**config.mk**
```make
export PLATFORM = sky130hd
export DESIGN_NAME = pattern_serializer
export DESIGN_NICKNAME = d
export VERILOG_FILES = /design/src/rtl/pattern_ser_pkg.sv /design/src/rtl/pattern_word_fifo.sv /design/src/rtl/pattern_serializer.sv
export SDC_FILE = /design/constraint.sdc
export NUM_CORES = 1
export LEC_CHECK = 0
export BUFFER_PORTS_ARGS = -buffer_cell sky130_fd_sc_hd__buf_2
export CAP_MARGIN = 20
export CORE_UTILIZATION = 40
export DETAILED_ROUTE_END_ITERATION = 8
export PLACE_DENSITY = 0.67
export SETUP_SLACK_MARGIN = 0.3
export SYNTH_ARGS = -nofsm -noshare
export SYNTH_HDL_FRONTEND = slang
export SYNTH_SLANG_ARGS = --single-unit
```
**constraint.sdc**
```tcl
create_clock -name clk_i -period 2.7 [get_ports clk_i]
set_input_delay 0.54 -clock clk_i [delete_from_list [all_inputs] [get_ports clk_i]]
set_output_delay 0.54 -clock clk_i [all_outputs]
set_load 0.01 [all_outputs]
```
**src/rtl/pattern_ser_pkg.sv**
```systemverilog
// -----------------------------------------------------------------------------
// pattern_ser_pkg
// Shared types and defaults for the pattern serializer slice.
//   ser_state_e     : serializer FSM states (S_PARITY only reachable when the
//                     PATTERN_SER_PARITY_EN build option is defined)
//   DEF_WIDTH       : default bits per word
//   DEF_FIFO_DEPTH  : default word FIFO depth
//   even_parity()   : XOR-reduce of a word, zero-extended to PAR_MAX_W bits
// -----------------------------------------------------------------------------
package pattern_ser_pkg;

  typedef enum logic [1:0] {
    S_IDLE,
    S_SHIFT,
    S_PARITY
  } ser_state_e;

  localparam int DEF_WIDTH      = 8;
  localparam int DEF_FIFO_DEPTH = 4;

  // Widest word the parity helper accepts; callers zero-extend into it.
  localparam int PAR_MAX_W = 64;

  function automatic logic even_parity(input logic [PAR_MAX_W-1:0] v);
    return ^v;
  endfunction

endpackage

```
**src/rtl/pattern_word_fifo.sv**
```systemverilog
// -----------------------------------------------------------------------------
// pattern_word_fifo
// Synchronous word FIFO with asynchronous active-high reset. Read data is
// the head entry, valid whenever empty_o is low (show-ahead).
// Ports:
//   clk_i, rst_i     clock / async active-high reset
//   push_i, wdata_i  write strobe and data (ignored when full)
//   pop_i            read strobe (ignored when empty)
//   rdata_o          head-of-queue word
//   full_o, empty_o  occupancy flags
//   level_o          number of stored words, 0..DEPTH
// -----------------------------------------------------------------------------
module pattern_word_fifo
  import pattern_ser_pkg::*;
#(
  parameter int WIDTH = DEF_WIDTH,
  parameter int DEPTH = DEF_FIFO_DEPTH
) (
  input  logic                     clk_i,
  input  logic                     rst_i,
  input  logic                     push_i,
  input  logic [WIDTH-1:0]         wdata_i,
  input  logic                     pop_i,
  output logic [WIDTH-1:0]         rdata_o,
  output logic                     full_o,
  output logic                     empty_o,
  output logic [$clog2(DEPTH):0]   level_o
);

  localparam int AW = $clog2(DEPTH);

  logic [WIDTH-1:0] mem_q [DEPTH];
  // Pointers carry one extra wrap bit so full and empty are distinguishable.
  logic [AW:0]      wr_ptr_q, rd_ptr_q;
  logic             push_ok, pop_ok;

  assign push_ok = push_i && !full_o;
  assign pop_ok  = pop_i && !empty_o;

  assign level_o = wr_ptr_q - rd_ptr_q;
  assign empty_o = (wr_ptr_q == rd_ptr_q);
  assign full_o  = (level_o == (AW+1)'(DEPTH));
  assign rdata_o = mem_q[rd_ptr_q[AW-1:0]];

  // NOTE: sequential state is written with <= so every flop samples the
  // pre-edge values of its inputs, regardless of statement order.
  always_ff @(posedge clk_i or posedge rst_i) begin
    if (rst_i) begin
      wr_ptr_q <= '0;
      rd_ptr_q <= '0;
    end else begin
      if (push_ok) wr_ptr_q <= wr_ptr_q + 1'b1;
      if (pop_ok)  rd_ptr_q <= rd_ptr_q + 1'b1;
    end
  end

  // NOTE: storage has no reset; the pointers alone define which entries are
  // meaningful, and leaving it unreset lets it map onto plain RAM/flops.
  always_ff @(posedge clk_i) begin
    if (push_ok) mem_q[wr_ptr_q[AW-1:0]] <= wdata_i;
  end

endmodule

```
**src/rtl/pattern_serializer.sv**
```systemverilog
// -----------------------------------------------------------------------------
// pattern_serializer
// Buffers parallel words in a small FIFO and shifts each one out MSB-first,
// one bit per cycle in which bit_en_i is high. data_o/valid_o are registered
// and feed the pattern detector's data_i/valid_i directly.
// Build option: define PATTERN_SER_PARITY_EN to append an even-parity bit
// after every word (WIDTH must then be <= 64).
// Ports:
//   clk_i, rst_i                 clock / async active-high reset
//   word_i, word_valid_i         parallel word and its valid
//   word_ready_o                 FIFO can take a word (0 during reset)
//   bit_en_i                     pacing enable
//   data_o, valid_o              serial bit stream
//   busy_o                       FSM not idle
//   fifo_level_o                 FIFO occupancy
//   words_sent_o                 completed-word counter, wraps
// -----------------------------------------------------------------------------
module pattern_serializer
  import pattern_ser_pkg::*;
#(
  parameter int WIDTH      = DEF_WIDTH,
  parameter int FIFO_DEPTH = DEF_FIFO_DEPTH,
  parameter int CNT_W      = 16
) (
  input  logic                          clk_i,
  input  logic                          rst_i,
  input  logic [WIDTH-1:0]              word_i,
  input  logic                          word_valid_i,
  output logic                          word_ready_o,
  input  logic                          bit_en_i,
  output logic                          data_o,
  output logic                          valid_o,
  output logic                          busy_o,
  output logic [$clog2(FIFO_DEPTH):0]   fifo_level_o,
  output logic [CNT_W-1:0]              words_sent_o
);

  localparam int BIT_W = $clog2(WIDTH+1);
  localparam logic [BIT_W-1:0] LAST_BIT = BIT_W'(WIDTH);

  ser_state_e        state_q;
  logic [WIDTH-1:0]  shift_q;
  logic [BIT_W-1:0]  bit_cnt_q;
  logic              data_q, valid_q;
  logic [CNT_W-1:0]  words_q, words_d;

  logic              fifo_full, fifo_empty, fifo_push, pop;
  logic [WIDTH-1:0]  fifo_rdata;

  assign word_ready_o = !fifo_full && !rst_i;
  assign fifo_push    = word_valid_i && word_ready_o;

  pattern_word_fifo #(
    .WIDTH (WIDTH),
    .DEPTH (FIFO_DEPTH)
  ) u_fifo (
    .clk_i   (clk_i),
    .rst_i   (rst_i),
    .push_i  (fifo_push),
    .wdata_i (word_i),
    .pop_i   (pop),
    .rdata_o (fifo_rdata),
    .full_o  (fifo_full),
    .empty_o (fifo_empty),
    .level_o (fifo_level_o)
  );

  // A word is "done" on the enabled edge after its final bit was presented;
  // that same edge may load the next word so the stream has no gap.
  logic word_done;

  // NOTE: every signal assigned here gets a default first, so no path
  // leaves it unassigned and no latch is inferred.
  always_comb begin
    word_done = 1'b0;
    if (bit_en_i) begin
`ifdef PATTERN_SER_PARITY_EN
      word_done = (state_q == S_PARITY);
`else
      word_done = (state_q == S_SHIFT) && (bit_cnt_q == LAST_BIT);
`endif
    end
    pop     = bit_en_i && !fifo_empty && ((state_q == S_IDLE) || word_done);
    words_d = words_q + CNT_W'(word_done);
  end

  // The shift register rotates rather than shifts: after WIDTH-1 rotations it
  // still holds a permutation of the word, so its parity equals the word's.
  always_ff @(posedge clk_i or posedge rst_i) begin
    if (rst_i) begin
      state_q   <= S_IDLE;
      shift_q   <= '0;
      bit_cnt_q <= '0;
      data_q    <= 1'b0;
      valid_q   <= 1'b0;
      words_q   <= '0;
    end else begin
      words_q <= words_d;
      if (!bit_en_i) begin
        valid_q <= 1'b0;
      end else if (pop) begin
        shift_q   <= {fifo_rdata[WIDTH-2:0], fifo_rdata[WIDTH-1]};
        data_q    <= fifo_rdata[WIDTH-1];
        valid_q   <= 1'b1;
        bit_cnt_q <= BIT_W'(1);
        state_q   <= S_SHIFT;
      end else begin
        unique case (state_q)
          S_SHIFT: begin
            if (bit_cnt_q != LAST_BIT) begin
              shift_q   <= {shift_q[WIDTH-2:0], shift_q[WIDTH-1]};
              data_q    <= shift_q[WIDTH-1];
              valid_q   <= 1'b1;
              bit_cnt_q <= bit_cnt_q + BIT_W'(1);
            end else begin
`ifdef PATTERN_SER_PARITY_EN
              data_q  <= even_parity(PAR_MAX_W'(shift_q));
              valid_q <= 1'b1;
              state_q <= S_PARITY;
`else
              valid_q <= 1'b0;
              state_q <= S_IDLE;
`endif
            end
          end
          S_PARITY: begin
            valid_q <= 1'b0;
            state_q <= S_IDLE;
          end
          default: begin
            valid_q <= 1'b0;
            state_q <= S_IDLE;
          end
        endcase
      end
    end
  end

  assign data_o       = data_q;
  assign valid_o      = valid_q;
  assign busy_o       = (state_q != S_IDLE);
  assign words_sent_o = words_q;

endmodule

```
* Word-level counts from Yosys, hierarchy flattened
Memories as Yosys holds them, arrays and structs flattened.
Cells that the tools add are included.
** Cells by class
- Equal/unequal tests :: 6
- Reductions and logical operators :: 17
- Add/subtract/negate cells :: 5
- Mux-type cells :: 19
** Operators by type and width (number)
- 8-bit two-way mux :: 3
- 16-bit by 1-bit adder with 16-bit output :: 1
- 4-bit two-way mux :: 3
- 1-bit two-way mux :: 10
- 1-bit logical AND :: 7
- 3-bit by 1-bit adder with 3-bit output (second input constant) :: 2
- 2-bit two-way mux :: 3
- 2-bit nonzero test :: 3
- 4-bit by 1-bit adder with 4-bit output (second input constant) :: 1
- 4-bit equality test (second input constant) :: 1
- 4-bit inequality test (second input constant) :: 1
- 3-bit equality test :: 1
- 3-bit equality test (second input constant) :: 1
- 1-bit logical NOT :: 3
- 3-bit by 2-bit inequality test with 1-bit output (second input constant) :: 1
- 3-bit AND reduction :: 1
- 3-bit subtractor :: 1
- 2-bit by 1-bit equality test with 1-bit output (second input constant) :: 1
- 2-bit logical NOT :: 1
- 2-bit AND reduction :: 1
- 1-bit logical OR :: 1
** Word-level totals
- Memories kept :: 1
- Flip-flop bits (word level) :: 38
- Input port bits :: 12
- Bits in writable memories :: 32
- Logic and storage cells :: 56
- Output and inout port bits :: 23
** Memories
- u_fifo.mem_q :: words 4, bits a word 8, rd ports 1, clocked after memory_dff 0, write ports 1, RTL line pattern_word_fifo.sv:32 : logic [WIDTH-1:0] mem_q [DEPTH];

* Logic depth before layout (Yosys ltp)
- Depth after elaboration :: 8
- Gate-level depth with buffers :: 10
- Gate-level depth less buffers :: 10

* Hierarchy
Synthesis repeated with hierarchy kept, for this count alone.
** Unflattened totals
- Cell total of the unflattened synthesis :: 214
- Area, all modules :: 3029.2 um^2
** Modules (own cells, without submodules)
- pattern_word_fifo :: instances 1, sequential area each 1111.1 um^2, cells each 91, area each 1640.3 um^2
- pattern_serializer :: instances 1, sequential area each 750.7 um^2, cells each 123, area each 1388.8 um^2

* Worst setup path before layout
OpenSTA, ideal clock, no wires.
- Path kind :: reg2reg
- From :: register u_fifo.rd_ptr_q[1]
- To :: memory u_fifo.mem_q[0][0] (netlist name), enable pin
- Stages on the path, launching flop included :: 7
- Clock period less this slack :: 2362 ps
- Library setup time :: 310 ps
- Required time :: 2390 ps
- Arrival :: 2052 ps
- Path buffers :: 1
- Setup slack :: 338 ps
- Cells stage by stage :: dfrtp_1 -> clkbuf_1 -> inv_1 -> fa_1 -> xnor3_2 -> a31oi_4 -> and3_2
** Between the ends
- Longest elaborated chain between the ends :: 8
** Ends and longest elaborated chain
- from (decl) :: RTL line pattern_word_fifo.sv:34 : logic [AW:0] wr_ptr_q, rd_ptr_q;
- from (signal assigned) :: RTL line pattern_word_fifo.sv:53 : if (pop_ok) rd_ptr_q <= rd_ptr_q + 1'b1;
- 3-bit subtractor :: RTL line pattern_word_fifo.sv:40 : assign level_o = wr_ptr_q - rd_ptr_q;
- net fifo_level_o[2] :: RTL line pattern_serializer.sv:34 : output logic [$clog2(FIFO_DEPTH):0] fifo_level_o,
- 3-bit equality test :: RTL line pattern_word_fifo.sv:42 : assign full_o = (level_o == (AW+1)'(DEPTH));
- 1-bit logical NOT :: RTL line pattern_serializer.sv:50 : assign word_ready_o = !fifo_full && !rst_i;
- 1-bit logical AND :: RTL line pattern_serializer.sv:50
- net word_ready_o :: RTL line pattern_serializer.sv:29 : output logic word_ready_o,
- 1-bit logical AND :: RTL line pattern_serializer.sv:51 : assign fifo_push = word_valid_i && word_ready_o;
- 1-bit logical AND :: RTL line pattern_word_fifo.sv:37 : assign push_ok = push_i && !full_o;
- 1-bit two-way mux :: RTL line pattern_word_fifo.sv:60 : if (push_ok) mem_q[wr_ptr_q[AW-1:0]] <= wdata_i;
- 1-bit two-way mux (implied by the code) :: RTL line pattern_word_fifo.sv:60
- to (decl) :: RTL line pattern_word_fifo.sv:32
The timed path passes the listed nets, and every way through them passes these cells.

* Worst setup path after layout
- From :: register u_fifo.wr_ptr_q[0]
- To :: output word_ready_o
** Between the ends
- Longest elaborated chain between the ends :: 4
** Ends and longest elaborated chain
- from (decl) :: RTL line pattern_word_fifo.sv:34
- from (signal assigned) :: RTL line pattern_word_fifo.sv:52 : if (push_ok) wr_ptr_q <= wr_ptr_q + 1'b1;
- 3-bit subtractor :: RTL line pattern_word_fifo.sv:40
- 3-bit equality test :: RTL line pattern_word_fifo.sv:42
- 1-bit logical NOT :: RTL line pattern_serializer.sv:50
- 1-bit logical AND :: RTL line pattern_serializer.sv:50
- to (decl) :: RTL line pattern_serializer.sv:29
Every way passes these cells.

==> reports/qor.yml <==
pwr:
  pwr-share-clk: 0.245
  switching_share: 0.3242
  peakVddDrop_uv: 447.0
  seq_power_share: 0.420
  p_per_area_mw_per_mm2: 971.4
  finalPower_w: 0.003370
  pwr-share-comb: 0.335
  p_int_w: 0.002278
  net-switching-power_w: 0.001093
  leakagePower_nw: 1.512
worst_setup_path:
  crit_fanout: 2
  slowest_stage: "dfrtp_1"
  critPathBufInv: 3
  critical-path-top-delay-family: "adder cells"
  reg2reg_to: "words_sent_o[14]$_DFF_PP0_"
  max_stage_delay_ns: 0.39
  arrival_ns: 1.89
  critPathLaunchType: "flop"
  cp.required_ns: 2.16
  reg2reg_from: "bit_cnt_q[0]$_DFFE_PP0P_"
  r2r_slack_ns: 0.45
  worst-setup-path-type: "flop to output pin"
  crit_path_end_kind: "output pin"
  path_cells: "inv_2 -> ha_1 -> inv_1 -> fa_2 -> xnor3_2 -> a31oi_4 -> buf_2"
  ff2ff_path_depth: 10
route:
  drc: 0
  via_per_inst: 4.882
  antenna_left: 0
  wl_per_cell_um: 14.30
  drt-initial-drc-count: 66
  drt_first_pass_iters: 4
  drt-total-wl_um: 4963
  vias: 1694
sta:
  slew_headroom: 0.5234
  hold_viol: 0
  fin_crit_sh: 0.8986
  rsz0062_at_grt: "true"
  skew_ns: 0.007689
  fin_tns_setup_ns: 0
  finalSetupViolations: 0
  worstMarginPinSlew_ns: 0.7123
  fin_crit_ns: 2.426
  hold_slack_ns: 0.3304
  slew_viol_final: 0
  max_clock_freq_mhz: 412.2
global_route:
  grt_max_degree: 37
  grt_pass1_wl_um: 8142
  grt_usage: 0.1450
  antenna_found_initial: 0
  grt_overflow: 0
  grt_pass1_vias: 1702
synthesis:
  synth_edf_count: 32
  yosysUniqueCellTypes: 38
  yosysWarningCount: 0
  syn_area_per_cell_um2: 14.79
  syn-cell-area_mm2: 0.002928
  synth_cells: 198
  ys_seq_area_frac: 0.6359
  syn_nets: 222
  ys.flop_type: "dfrtp_1"
  ys_ff_latch: 68
  synthArstFlopShare: 0.5294
status:
  status: "finished clean"
finish:
  fin_area_mm2: 0.003470
  final_nets: 270
  drive_gt1_frac: 0.3147
  area_growth_pct: 18.50
  diodes: 0
  fillers: 587
run:
  cap_violations: 0
die:
  io_pins: 35
  dieArea_mm2: 0.007666
  start_util: 0.4216
  core_mm2: 0.006944
  die_h_um: 87.56
  rows: 30
  die_w_um: 87.56
place:
  gp_congestion: 0.7383
  port_buffers: 34
  placed_cell_area_mm2: 0.003229
  dp_hpwl_um: 3338
cts:
  cts.sinks: 68
  clk_transition_reported_paths_ns: 0.07
  root_buffer: "clkbuf_8"
  cts_tree: "done"
  htree_num_levels: 3
  numCtsBuffers: 9
  clk_latency_ns: 0.33
  cts_buffer_depth: 2
hold_path:
  hold_path.class: "input pin to asynchronous set/reset pin"
==> registers in the layout, summed over array words and instances, names as in the netlist <==
signal / cells
u_fifo.mem_q: 32
valid_o: 1
shift_q: 8
u_fifo.rd_ptr_q: 3
bit_cnt_q: 4
u_fifo.wr_ptr_q: 3
words_sent_o: 16
state_q: 1
==> logic make-up (layout without fill, tap and decap cells) <==
group	count (synthesis)	count (layout)	share of synthesized area
flip-flops	68	68	0.6359
AND/OR/NAND/NOR	53	53	0.09787
adder cells (fa/ha/maj)	12	12	0.05385
XOR/XNOR	20	20	0.06496
AO/OA/AOI/OAI	15	15	0.04915
buffers and inverters	19	72	0.02564
multiplexers	11	11	0.07265
==> layout make-up <==
class / instances / area, um^2 / area share
clock buffers: 10 / 127.6 / 0.03678
clock inverters: 6 / 72.57 / 0.02092
inverters: 15 / 56.30 / 0.01623
multi-input cells: 111 / 1008 / 0.2907
flip-flops and latches: 68 / 1862 / 0.5366
well taps: 96 / 120.1 / 0.03462
repair buffers: 41 / 222.7 / 0.06419
==> cells in the mapped netlist, types with 5 or more instances <==
| cell | instances | area [um^2] |
|---|---|---|
| dfrtp_1 | 36 | 900.9 |
| edfxtp_1 | 32 | 960.9 |
| inv_1 | 15 | 56.30 |
| nand2_1 | 12 | 45.04 |
| ha_1 | 11 | 137.6 |
| xor2_1 | 10 | 87.58 |
| xnor2_1 | 9 | 78.83 |
| a221o_1 | 8 | 80.08 |
| mux4_2 | 8 | 180.2 |
| nor2_1 | 8 | 30.03 |
| nor2b_1 | 8 | 50.05 |
| nand3_1 | 5 | 25.02 |
| nor3_1 | 5 | 25.02 |
==> worst max-delay path by stage <==
stage                                   start                           end  slack [ns]  cells after the start
2_1_floorplan  u_fifo.rd_ptr_q[1]$_DFFE_PP0P_  u_fifo.mem_q[0][0]$_DFFE_PP_        0.34                      6
3_3_place_gp   u_fifo.wr_ptr_q[0]$_DFFE_PP0P_  u_fifo.mem_q[2][7]$_DFFE_PP_        0.40                      7
3_5_place_dp         bit_cnt_q[0]$_DFFE_PP0P_    words_sent_o[14]$_DFF_PP0_        0.37                     10
4_1_cts        u_fifo.wr_ptr_q[0]$_DFFE_PP0P_                  word_ready_o        0.27                      7
5_1_grt        u_fifo.wr_ptr_q[0]$_DFFE_PP0P_                  word_ready_o        0.15                      7
6_report       u_fifo.wr_ptr_q[0]$_DFFE_PP0P_                  word_ready_o        0.27                      7
==> cell usage in the layout, fill, tap and decap left out, types with 2 or more instances in the layout <==
cell type	netlist	layout
xor2_1	10	10
nor2b_1	8	8
nor3_1	5	4
inv_1	15	14
clkinv_4	0	3
nand3_1	5	4
a221o_1	8	8
clkbuf_8	0	9
mux4_2	8	8
and3_2	3	3
ha_2	0	2
buf_4	0	7
ha_1	11	9
nor2_1	8	8
buf_2	3	34
xnor2_1	9	9
nand4_1	3	3
dfrtp_1	36	36
edfxtp_1	32	32
nand2_1	12	12
==> power groups by stage <==
stage                     Sequential, W  Combinational [W]  Clock, W
after global routing            0.00144            0.00128  0.000894
after floorplan                 0.00143           0.000795         0
after CTS                       0.00141            0.00114  0.000846
final                           0.00142            0.00113  0.000827
after detailed placement        0.00144            0.00110         0
after global placement          0.00143            0.00107         0
==> per-stage QoR <==
step,util,instances,setup slack (ns)
after global placement,0.4650,328,0.3955
after detailed placement,0.4650,328,0.3721
after CTS,0.4975,347,0.2749
after floorplan,-,198,0.3381
after global routing,0.4996,347,0.1461
final,0.4996,347,0.2739
==> worst register-to-register path: stages (launching register included) <==
cell and delay (ns):
dfrtp_1 0.39, inv_1 0.10, ha_1 0.17, nand3b_1 0.12, nor2_1 0.14, ha_2 0.20, ha_2 0.20, nand3_2 0.11
or3_1 0.40, nor3_2 0.20, xor2_1 0.15
==> repair_timing <==
| item | CTS | global route |
|---|---|---|
| setup endpoints to repair | 2 | 4 |
| endpoints found under the hold margin | 0 | 0 |
| gates resized for setup | 2 | 4 |
| hold buffers | 0 | 0 |
| pin swaps | 1 | 0 |
| buffers inserted | 3 | 0 |
==> metal layers <==
layer  vias up  global-route usage  part of all wire  routed length [um]
li1        821                   -                 -                   -
met4         0             0.05812             0.011                  55
met3         4             0.04807             0.037                 184
met1       833              0.1710              0.45                2212
met2        36              0.2457              0.51                2511
met5         -                   0                 0                   0
No activity file was read; power rests on OpenSTA's default activity.
